<file path="src/rtl/fetch_stage.sv">
// Instruction-fetch front end: PC register, instruction RAM addressing and the IF/ID register.
// Optional performance counters are built when FETCH_PERF_CNT_EN is defined.
module fetch_stage #(
  parameter logic [31:0] PC_RESET   = 32'h0000_0000,
  parameter int unsigned IMEM_BYTES = 256,
  parameter logic [31:0] NOP_INSTR  = 32'hE1A0_0000
) (
  input  logic        clk,
  input  logic        clr,
  input  logic        stall,
  input  logic        branch_taken,
  input  logic [31:0] branch_target,
  input  logic        flush,
  output logic [31:0] imem_addr,
  input  logic [31:0] imem_data,
  output logic [31:0] ifid_instr,
  output logic [31:0] ifid_pc,
  output logic [31:0] ifid_pc4,
  output logic        ifid_valid,
  output logic        fetch_fault,
  output logic [31:0] perf_fetched,
  output logic [31:0] perf_squashed
);

  localparam logic [31:0] LAST_ADDR = 32'(IMEM_BYTES - 4);

  logic [31:0] pc_q, pc_d;
  logic [31:0] ifid_instr_q, ifid_instr_d;
  logic [31:0] ifid_pc_q, ifid_pc_d;
  logic [31:0] ifid_pc4_q, ifid_pc4_d;
  logic        ifid_valid_q, ifid_valid_d;
  logic        fault_q, fault_d;
  logic [31:0] pc_plus4;
  logic [31:0] target_aligned;

  assign pc_plus4       = pc_q + 32'd4;
  assign target_aligned = branch_target & ~32'h3;

  // NOTE: every always_comb output gets a default first, so no path can leave it
  // unassigned and infer a latch.
  always_comb begin
    pc_d         = pc_q;
    ifid_instr_d = ifid_instr_q;
    ifid_pc_d    = ifid_pc_q;
    ifid_pc4_d   = ifid_pc4_q;
    ifid_valid_d = ifid_valid_q;
    fault_d      = fault_q;

    if (stall) begin
      // ID holds branch_taken until the stall drops, so nothing is lost here.
    end else if (branch_taken) begin
      pc_d         = target_aligned;
      ifid_instr_d = NOP_INSTR;
      ifid_pc_d    = pc_q;
      ifid_pc4_d   = pc_plus4;
      ifid_valid_d = 1'b0;
      fault_d      = (target_aligned > LAST_ADDR);
    end else if (flush) begin
      ifid_instr_d = NOP_INSTR;
      ifid_pc_d    = pc_q;
      ifid_pc4_d   = pc_plus4;
      ifid_valid_d = 1'b0;
      if (!fault_q) begin
        if (pc_plus4 > LAST_ADDR) fault_d = 1'b1;
        else                      pc_d    = pc_plus4;
      end
    end else if (fault_q) begin
      // Faulted: imem_data is never consumed, only bubbles flow to ID.
      ifid_instr_d = NOP_INSTR;
      ifid_pc_d    = pc_q;
      ifid_pc4_d   = pc_plus4;
      ifid_valid_d = 1'b0;
    end else begin
      ifid_instr_d = imem_data;
      ifid_pc_d    = pc_q;
      ifid_pc4_d   = pc_plus4;
      ifid_valid_d = 1'b1;
      if (pc_plus4 > LAST_ADDR) fault_d = 1'b1;
      else                      pc_d    = pc_plus4;
    end
  end

  // NOTE: sequential state uses non-blocking assignments so every flop samples
  // pre-edge values regardless of statement order.
  always_ff @(posedge clk or negedge clr) begin
    if (!clr) begin
      pc_q         <= PC_RESET;
      ifid_instr_q <= NOP_INSTR;
      ifid_pc_q    <= 32'h0;
      ifid_pc4_q   <= 32'h0;
      ifid_valid_q <= 1'b0;
      fault_q      <= 1'b0;
    end else begin
      pc_q         <= pc_d;
      ifid_instr_q <= ifid_instr_d;
      ifid_pc_q    <= ifid_pc_d;
      ifid_pc4_q   <= ifid_pc4_d;
      ifid_valid_q <= ifid_valid_d;
      fault_q      <= fault_d;
    end
  end

  assign imem_addr   = pc_q;
  assign ifid_instr  = ifid_instr_q;
  assign ifid_pc     = ifid_pc_q;
  assign ifid_pc4    = ifid_pc4_q;
  assign ifid_valid  = ifid_valid_q;
  assign fetch_fault = fault_q;

`ifdef FETCH_PERF_CNT_EN
  logic [31:0] perf_fetched_q, perf_fetched_d;
  logic [31:0] perf_squashed_q, perf_squashed_d;

  // Stall and fault bubbles are deliberately not counted as squashes.
  always_comb begin
    perf_fetched_d  = perf_fetched_q;
    perf_squashed_d = perf_squashed_q;
    if (!stall) begin
      if (branch_taken || flush) perf_squashed_d = perf_squashed_q + 32'd1;
      else if (!fault_q)         perf_fetched_d  = perf_fetched_q + 32'd1;
    end
  end

  always_ff @(posedge clk or negedge clr) begin
    if (!clr) begin
      perf_fetched_q  <= 32'h0;
      perf_squashed_q <= 32'h0;
    end else begin
      perf_fetched_q  <= perf_fetched_d;
      perf_squashed_q <= perf_squashed_d;
    end
  end

  assign perf_fetched  = perf_fetched_q;
  assign perf_squashed = perf_squashed_q;
`else
  assign perf_fetched  = 32'h0;
  assign perf_squashed = 32'h0;
`endif

endmodule

</file>
<file path="config.mk">
export PLATFORM = sky130hd
export DESIGN_NAME = fetch_stage
export DESIGN_NICKNAME = d
export VERILOG_FILES = /design/src/rtl/fetch_stage.sv
export SDC_FILE = /design/constraint.sdc
export NUM_CORES = 1
export LEC_CHECK = 0
export CAP_MARGIN = 25
export CORE_MARGIN = 5
export CORE_UTILIZATION = 44
export CTS_BUF_LIST = sky130_fd_sc_hd__clkbuf_4
export CTS_CLUSTER_SIZE = 25
export DETAILED_ROUTE_END_ITERATION = 10
export MAX_ROUTING_LAYER = met4
export PLACE_DENSITY = 0.94
export SLEW_MARGIN = 20
export SYNTH_ARGS = -nofsm -noshare
export SYNTH_HDL_FRONTEND = slang
export SYNTH_SLANG_ARGS = --single-unit
</file>
<file path="constraint.sdc">
create_clock -name clk -period 3.78 [get_ports clk]
set_input_delay 0.567 -clock clk [delete_from_list [all_inputs] [get_ports clk]]
set_output_delay 0.567 -clock clk [all_outputs]
set_load 0.1 [all_outputs]
</file>
==> results summary, run 1 <==
The run finished with clean final reports. The fill cell instance count of the final layout came out at 1130. The first detailed-routing pass ran for 5 iterations. The complex-gate fraction of the synthesized area was 0.1379. For this run, the number of standard cells in the final layout without fillers is around 990. The multi-input combinational cell area came out at ~2700 sq um. Of the total synthesized cell area, the portion taken by XOR and XNOR cells is 0.04172.

The total area inside the core boundary comes to approximately 14000 sq um. Along the worst path, the maximum fanout reaches 11. Of the total power, the share spent switching nets is 0.5243. Summed over all cells, the static leakage comes to ~3.6 nW. The worst setup path is captured at a flip-flop. The async set-or-reset flop fraction in the synthesized netlist came out at 1.000. The clock period minus final worst setup slack is roughly 3.5 ns. The family with the most delay on the worst path is simple AND/OR/NAND/NOR gates.

VDD sags by at most 0.4571 mV. The Yosys step of the flow raised 0 warnings. For this run, the leading register cell type out of synthesis is dfrtp_1. The first-pass GRT wire length came out at ~27000 microns.

The count of cells along the worst hold path came out at 2. The total power draw is between 0.004 and 0.005 W. The root buffer cell chosen for the clock tree is clkbuf_4. The fraction of the yosys area taken by sequential cells came out at 0.4939. Max-cap violations in this run came to 0. The post-synthesis share of cell area spent on and, or, nand and nor gates is 0.1444. Buffers inserted during clock tree synthesis total 17. The sequential cells in the finished layout cover a total of around 3100 sq um. The placed instance count is about 960. The signal on the critical path passes through ha_1 > nand4_1 > nor4_4 > buf_4 > nand2_1 > or3_1 > nand3_1 > o211ai_2 > o41a_1 > a22o_1. The synthesized design contains 0 enable-type register cells. For the worst setup path, the data arrival time is roughly 4 ns. The clock-pin slew of the registers on the worst-case setup and hold paths came out at 0.11 ns.

The class of the most critical hold timing path is flip-flop to flip-flop. The top-level port count came out at roughly 260. The share of total power dissipated in the clock network is 0.171.

The number of storage elements in the synthesis netlist is 124. The maximum buffer depth of the clock tree came out at 2. In the global route stage, met3 resource usage came out at 0.05276.

The final count of hold timing violations came out at 0. After detailed routing, the total wire length is roughly 18000 microns. The via count of the first global-routing pass is around 5200. The utilization after layout came out at 0.6043. The setup path with the least slack is of type flip-flop to flip-flop. Dividing total power by cell area gives a power density of just under 600 nW/um^2. The number of distinct library cells after synthesis came out at between 50 and 60.

The area of the mapped netlist came out at between 6000 and 7000 sq um. The count of buffers added on input and output ports is 190. For this run, design rule violations remaining after detail routing come to 0. The post-detailed-placement cell area is 8155 sq um. The y dimension of the die came out at ~130 microns. The number of levels the H-tree was split into came out at 4. The count of buffers added by post-CTS timing repair for setup is 0. The met1 track demand over resource is 0.2721. The post-route clock period utilization came out at 0.9127. The total global routing overflow is 0. After detailed routing, the number of vias per cell comes to about 5.3. The number of nets still failing antenna checks after routing is 0. Synthesis produced 609 cells. The per-cell routed wire length came out at between 15 and 20 microns. The critical-path cell with the highest stage delay is o41a_1. Of the total power, registers draw 0.337. The final cell area excluding filler cells is 8421 sq um. The number of clock sinks came out at around 120.

In the final timing run, aggregate negative setup slack is 0 ns. The required arrival time at the worst endpoint is about 4.2 ns. The critical path crosses 10 cells after its start point. The number of buffers and inverters on the critical path came out at 1. The combinational share of power is 0.493. In the global route stage, met2 resource usage came out at 0.3327.

The clock reaches the later pin of the worst-skew pair after 0.55 ns. Of the cells placed in the final design, the portion with a size suffix greater than 1 is 0.1300. Setup repair after global routing left no endpoint under its margin.

The number of antenna violations at the first check in global routing is 1. The starting utilization of the core area came out at 0.4519. The number of slew-limit violations in the final report came to 0. The fraction of synthesized area in multiplexers came out at 0.05722. The sum of net half-perimeters after detailed placement is roughly 13000 microns. The final weighted congestion in routability-driven placement came out at 0.8829. The total via count in the routed design is ~5300. The highest attainable clock frequency came out at about 290 MHz. The CTS tree is yes. The horizontal die dimension came out at approximately 130 microns.

Measured in cells, the most critical reg-to-reg path has a length of 10. The cell row count is 43. The die area came out at 16800 sq um. The net switching power is roughly 0.0026 W. From synthesis to final layout, the design area changed by 33.72%. The worst setup path is launched from a flip-flop. For the final database, setup skew stands at 0.01544 ns. The number of DRC markers after the initial detailed-route iteration is 331. The transition time of the tightest slew-check pin is roughly 1.0 ns. In this design, the stage delay of the slowest critical-path cell is a little under 0.6 ns. The headroom to the max-slew limit came out at 0.3039.

The arithmetic-cell share of the synthesized area counting full adders, half adders and majority gates came out at 0.003974. The per-instance average area after synthesis came out at between 10 and 15 sq um. After synthesis, the largest family of logic cells by area is simple AND/OR/NAND/NOR gates. The most used routing layer in global routing is met2. The pin count of the biggest net entering global routing is 93.

The number of nets in the finished design is 866. The internal portion of total power is 0.002331 W. The combined global-route utilization of all metal layers came out at 0.2166. Setup violations remaining at the end of the flow were counted as 0.
-- cell type report --
type | count | share of cell area
Sequential cell | 124 | 0.3697
Multi-Input combinational cell | 428 | 0.3204
Timing Repair Buffer | 214 | 0.2484
Tap cell | 180 | 0.02675
Clock buffer | 17 | 0.01516
Clock inverter | 15 | 0.01486
Inverter | 10 | 0.004458
Antenna cell | 1 | 0.0002972
-- logic make-up (layout without fill, tap and decap cells) --
kind of cell	Yosys count	in the layout
flops	124	124
simple gates	169	169
other cells	1	71
mux	32	32
compound gates	125	125
buf+inv	126	256
fa+ha+maj	2	2
xor+xnor	30	30
-- worst reg2reg max path, stage by stage (launching register included) --
cell	delay, ns
dfrtp_2	0.47
ha_1	0.30
nand4_1	0.30
nor4_4	0.40
buf_4	0.22
nand2_1	0.16
or3_1	0.39
nand3_1	0.13
o211ai_2	0.11
o41a_1	0.59
a22o_1	0.28
-- synthesized netlist by cell type (2+ instances only) --
cell type	number	area (sq um)
and3_1	6	37.54
nand2b_1	12	75.07
nor2_1	19	71.32
ha_1	2	25.02
nand4_2	2	25.02
dfrtp_1	118	2953
nor4_1	15	93.84
buf_4	71	533.0
xnor2_1	15	131.4
nor2b_1	3	18.77
and4_1	2	17.52
mux2_2	32	360.4
and2_1	2	12.51
inv_1	10	37.54
nand2_1	58	217.7
buf_2	8	40.04
clkbuf_1	32	120.1
o21ai_1	17	85.08
nand3_1	14	70.07
buf_1	4	15.01
o32a_1	4	40.04
dfstp_2	6	157.7
or3_1	6	37.54
a22o_1	38	332.8
nor3_1	5	25.02
o21ai_0	33	165.2
or4_1	5	37.54
a21oi_1	9	45.04
a22oi_1	13	97.59
nand4_1	11	68.82
xor2_1	15	131.4
-- per-layer routing --
layer | routed length [microns] | share of wire
met2 | 8915 | 0.49
met3 | 1475 | 0.081
met1 | 7272 | 0.40
met4 | 510 | 0.028
met5 | 0 | 0
-- power by group through the flow --
stage / registers (W) / clock network (W) / logic (W)
2_1_floorplan: 0.00286 / 0 / 0.000678
3_3_place_gp: 0.00166 / 0 / 0.00240
3_5_place_dp: 0.00167 / 0 / 0.00241
4_1_cts: 0.00165 / 0.000870 / 0.00242
5_1_grt: 0.00167 / 0.000922 / 0.00248
6_report: 0.00165 / 0.000836 / 0.00241
-- cell usage in the layout (no fill, tap or decap), types with 3 or more instances in the layout --
| cell type | synthesis | final |
|---|---|---|
| o21ai_1 | 17 | 17 |
| dfstp_2 | 6 | 6 |
| nand2b_1 | 12 | 12 |
| or4_1 | 5 | 5 |
| clkbuf_4 | 0 | 17 |
| conb_1 | 1 | 70 |
| nand4_1 | 11 | 11 |
| nor4_1 | 15 | 14 |
| dfrtp_1 | 118 | 116 |
| and3_1 | 6 | 6 |
| o21ai_0 | 33 | 33 |
| clkdlybuf4s50_1 | 0 | 188 |
| a21oi_1 | 9 | 9 |
| nand2_1 | 58 | 58 |
| nor3_1 | 5 | 5 |
| xor2_1 | 15 | 15 |
| clkinvlp_4 | 0 | 7 |
| nand3_1 | 14 | 14 |
| buf_4 | 71 | 24 |
| clkinv_1 | 0 | 3 |
| nor2_1 | 19 | 19 |
| o32a_1 | 4 | 4 |
| a22oi_1 | 13 | 13 |
| mux2_2 | 32 | 32 |
| inv_1 | 10 | 10 |
| or3_1 | 6 | 6 |
| a22o_1 | 38 | 38 |
| xnor2_1 | 15 | 15 |
-- path summary, 6_finish.rpt --
| path | start | end | slack [ns] |
|---|---|---|---|
| max | imem_addr[3]$_DFFE_PN0P_ | imem_addr[22]$_DFFE_PN0P_ | 0.33 |
| min | ifid_instr[23]$_DFFE_PN1N_ | ifid_instr[23]$_DFFE_PN1N_ | 0.47 |
| max reg2reg | imem_addr[3]$_DFFE_PN0P_ | imem_addr[22]$_DFFE_PN0P_ | 0.33 |
| min reg2reg | ifid_instr[23]$_DFFE_PN1N_ | ifid_instr[23]$_DFFE_PN1N_ | 0.47 |
| max in group asynchronous | clr | ifid_instr[31]$_DFFE_PN1N_ | 2.35 |
| min in group asynchronous | clr | ifid_pc[22]$_DFFE_PN0N_ | 0.55 |
-- through the flow --
stage | hold slack, ns | worst slack [ns]
after detailed placement | 0.4546 | 0.4316
after CTS | 0.4716 | 0.3943
after global placement | 0.4524 | 0.5395
after floorplan | 0.2714 | 0.07310
final | 0.4677 | 0.3300
after global routing | 0.4900 | 0.1856
-- flip-flops by register name, summed over array words and instances (netlist names) --
register     count
fetch_fault      1
imem_addr       30
ifid_instr      32
ifid_pc         30
ifid_valid       1
ifid_pc4        30
-- timing repair --
item / 4_1_cts / 5_1_grt
endpoints found under the hold margin: 41 / 0
hold buffers: 1 / 0
gates resized for setup: 0 / 0
Note: power is estimated with default switching activity, not from simulation.
==> inputs of run 2 (changes only) <==
--- a/config.mk
+++ b/config.mk
@@ -13,6 +13,7 @@
 export DETAILED_ROUTE_END_ITERATION = 10
 export MAX_ROUTING_LAYER = met4
 export PLACE_DENSITY = 0.94
+export SETUP_SLACK_MARGIN = 0.5
 export SLEW_MARGIN = 20
 export SYNTH_ARGS = -nofsm -noshare
 export SYNTH_HDL_FRONTEND = slang
==> run 2 against run 1 <==
Net effect: utilization grew 0.21 points; combinational power shrank 2%; cell count shrank 0.51%; highest routed layer unchanged; largest power group unchanged; sequential share of layout area grew 0.56 points; power shrank 0.17%; clock power shrank 0.8%; die area is the same.
==> results summary, run 2 (synthesis gave the netlist of run 1 again) <==
The per-cell routed wire length is 18.53 microns (was 18.38 microns). The sum of net half-perimeters after detailed placement came to 13160 microns (was 13490 microns). The headroom to the max-slew limit is 0.3060 (was 0.3039). The buffer type at the clock tree root was clkbuf_4 (unchanged).

The number of clock sinks came out at 124 (unchanged). The combined global-route utilization of all metal layers came out at 0.2187 (was 0.2166). The share of post-route cells with drive strength above 1 is 0.1594 (was 0.1300). The area of the core came to 13930 sq um (unchanged).

The first-pass GRT wire length is 27680 microns (was 27360 microns). The die area was 16800 sq um (unchanged). The highest attainable clock frequency is 307.6 MHz (was 289.9 MHz). The cell row count is 43 (unchanged). The required arrival time at the worst endpoint is 4.22 ns (about the same). The via-per-instance ratio is 5.338 (was 5.332).

The post-detailed-placement cell area came to 8128 sq um (was 8155 sq um). The growth of design area from synthesis to finish came out at 34.17% (was 33.72%). The maximum ir drop on the vdd rail came out at 0.4285 mV (was 0.4571 mV). Setup repair after global routing missed its margin: no (unchanged).

The met1 track demand over resource came out at 0.2778 (was 0.2721). The nature of the critical path startpoint was a flip-flop (unchanged). The fraction of met2 tracks used by global routing came out at 0.3397 (was 0.3327). The CTS tree is yes (unchanged).

The most common library cell in the layout ignoring fill and taps was clkdlybuf4s50_1 (unchanged). The pin count of the biggest net entering global routing is 76 (was 93). The total via count in the routed design is 5253 (was 5273). The ratio of total power to cell area came out at 578.9 nW/um^2 (was 581.9 nW/um^2). The critical path endpoint is imem_addr[22]$_DFFE_PN0P_ (unchanged). The most used routing layer in global routing was met2 (unchanged). The clock-pin slew of the registers on the worst-case setup and hold paths came to 0.10 ns (was 0.11 ns). The class of the most critical hold timing path is flip-flop to flip-flop (unchanged). The reg-to-reg critical path endpoint is imem_addr[22]$_DFFE_PN0P_ (unchanged). The final weighted congestion in routability-driven placement is 0.9170 (was 0.8829). The total global routing overflow is 0 (unchanged). The transition time of the tightest slew-check pin came out at 1.038 ns (was 1.041 ns).

The post-route clock period utilization was 0.8601 (was 0.9127). The flop-to-flop setup slack came out at 0.53 ns (was 0.33 ns). The maximum buffer depth of the clock tree is 2 (unchanged). The clock period minus final worst setup slack is 3.251 ns (was 3.450 ns).

The DRC violation count after routing came out at 0 (unchanged). Top library cells by usage in the layout, fill and taps aside: 188 x clkdlybuf4s50_1, 92 x dfrtp_1, 70 x conb_1, 58 x nand2_1, 38 x a22o_1 (was 188 x clkdlybuf4s50_1, 116 x dfrtp_1, 70 x conb_1, 58 x nand2_1, 38 x a22o_1). The kind of end point of the critical path is a flip-flop (unchanged). The total of buffers placed on input and output ports is 190 (unchanged). The final cell area excluding filler cells came out at 8449 sq um (was 8421 sq um). The number of slew-limit violations in the final report came to 0 (unchanged). The data arrival time of the critical path came to 3.69 ns (was 3.89 ns).

The horizontal die dimension was 129.6 microns (unchanged). The number of DRC markers after the initial detailed-route iteration was 443 (was 331). The start point of the critical path is imem_addr[9]$_DFFE_PN0P_ (was imem_addr[3]$_DFFE_PN0P_). The final count of hold timing violations came out at 0 (unchanged). The via count of the first global-routing pass came out at 5085 (was 5194).

The starting utilization of the core area came out at 0.4519 (unchanged). The number of buffers added by the clock tree synthesis step came to 17 (unchanged). The flip-flop count of the largest register, all copies and words added was 32 (unchanged). The maximum net fanout on the critical path is 11 (unchanged). The depth of the worst register-to-register path came out at 8 (was 10). The reported leakage power is 3.553 nW (was 3.572 nW). The critical path class is flip-flop to flip-flop (unchanged). The fill cell instance count of the final layout came out at 1127 (was 1130).

The setup-violating endpoint count in the final report is 0 (unchanged). The number of antenna violations at the first check in global routing came out at 1 (unchanged). The total detailed-routing wirelength is 18240 microns (was 18170 microns). The y dimension of the die came to 129.6 microns (unchanged).

The number of iterations in the first detailed-routing pass came out at 7 (was 5). The count of max-cap constraint violations is 0 (unchanged). Run status: finished, final reports clean (unchanged). The number of nets in the finished design is 861 (was 866). The post-route setup TNS was 0 ns (unchanged). The top-level port count was 263 (unchanged). The fraction of met3 tracks used by global routing came out at 0.06678 (was 0.05276). The number of levels the H-tree was split into is 4 (unchanged). The final setup skew is 0.02075 ns (was 0.01544 ns). The worst-skew pair later-pin latency was 0.55 ns (about the same).

The startpoint of the worst-slack reg-to-reg timing path is imem_addr[9]$_DFFE_PN0P_ (was imem_addr[3]$_DFFE_PN0P_). The number of nets still failing antenna checks after routing came out at 0 (unchanged).
[run 2: cell count changes in the layout (fill, tap and decap cells not counted), moves of 6 or more]
cell,previous run,this run
clkinvlp_4,7,1
dfrtp_1,116,92
dfrtp_2,2,15
dfrtp_4,0,11
[run 2: worst max-delay path, cell delays in order (launching register included)]
cell     delay, ns
dfrtp_4       0.51
nand4_2       0.24
nor3_2        0.52
nand4_1       0.31
or3_1         0.46
a22oi_1       0.20
nand3_1       0.13
o41a_4        0.54
a22o_1        0.22
[run 2: through the flow]
step / power (W) / worst slack, ns / hold slack [ns] / utilization / instances
final: 0.004892 / 0.5287 / 0.4688 / 0.6064 / 984
after CTS: 0.004909 / 0.5273 / 0.4689 / 0.6013 / 978
after floorplan: 0.003556 / 0.5118 / 0.2714 / - / 678
after global routing: 0.005087 / 0.4354 / 0.4822 / 0.6064 / 984
after detailed placement: 0.004074 / 0.5058 / 0.4527 / 0.5833 / 945
after global placement: 0.004045 / 0.5552 / 0.4496 / 0.5833 / 945
[run 2: metal layers]
metal,share of wire,vias up
met5,0,-
met4,0.018,0
met3,0.080,38
met2,0.50,284
met1,0.41,2545
li1,-,2386
[run 2: worst min-delay path by stage]
| stage | start | end | slack (ns) | depth (start not counted) |
|---|---|---|---|---|
| 2_1_floorplan | clr | fetch_fault$_DFFE_PN0N_ | 0.27 | 0 |
| 3_3_place_gp | ifid_instr[29]$_DFFE_PN1N_ | ifid_instr[29]$_DFFE_PN1N_ | 0.45 | 2 |
| 3_5_place_dp | ifid_instr[31]$_DFFE_PN1N_ | ifid_instr[31]$_DFFE_PN1N_ | 0.45 | 2 |
| 4_1_cts | ifid_instr[31]$_DFFE_PN1N_ | ifid_instr[31]$_DFFE_PN1N_ | 0.47 | 2 |
| 5_1_grt | ifid_instr[31]$_DFFE_PN1N_ | ifid_instr[31]$_DFFE_PN1N_ | 0.48 | 2 |
| 6_report | ifid_instr[31]$_DFFE_PN1N_ | ifid_instr[31]$_DFFE_PN1N_ | 0.47 | 2 |
[run 2: what timing repair did]
item / CTS / global route
pin swaps: 0 / 3
resized for setup: 1 / 4
buffers inserted: 0 / 5
hold endpoints to repair: 34 / 0
hold buffers: 1 / 0
setup endpoints to repair: 9 / 24
[run 2: final cells by class]
class | instances | area [sq um] | area share
well taps | 180 | 225.2 | 0.02665
flip-flops and latches | 124 | 3171 | 0.3752
clock buffers | 22 | 165.2 | 0.01955
diodes | 1 | 2.502 | 0.0002962
multi-input cells | 428 | 2728 | 0.3228
repair buffers | 209 | 2046 | 0.2421
clock inverters | 10 | 75.07 | 0.008885
inverters | 10 | 37.54 | 0.004442
[run 2: where the power goes]
part / leakage [nW] / internal [W] / total, W / switching (W)
clock: 0.142 / 0.000351 / 0.000829 / 0.000479
sequential: 1.52 / 0.00151 / 0.00171 / 0.000198
combinational: 1.90 / 0.000502 / 0.00236 / 0.00185
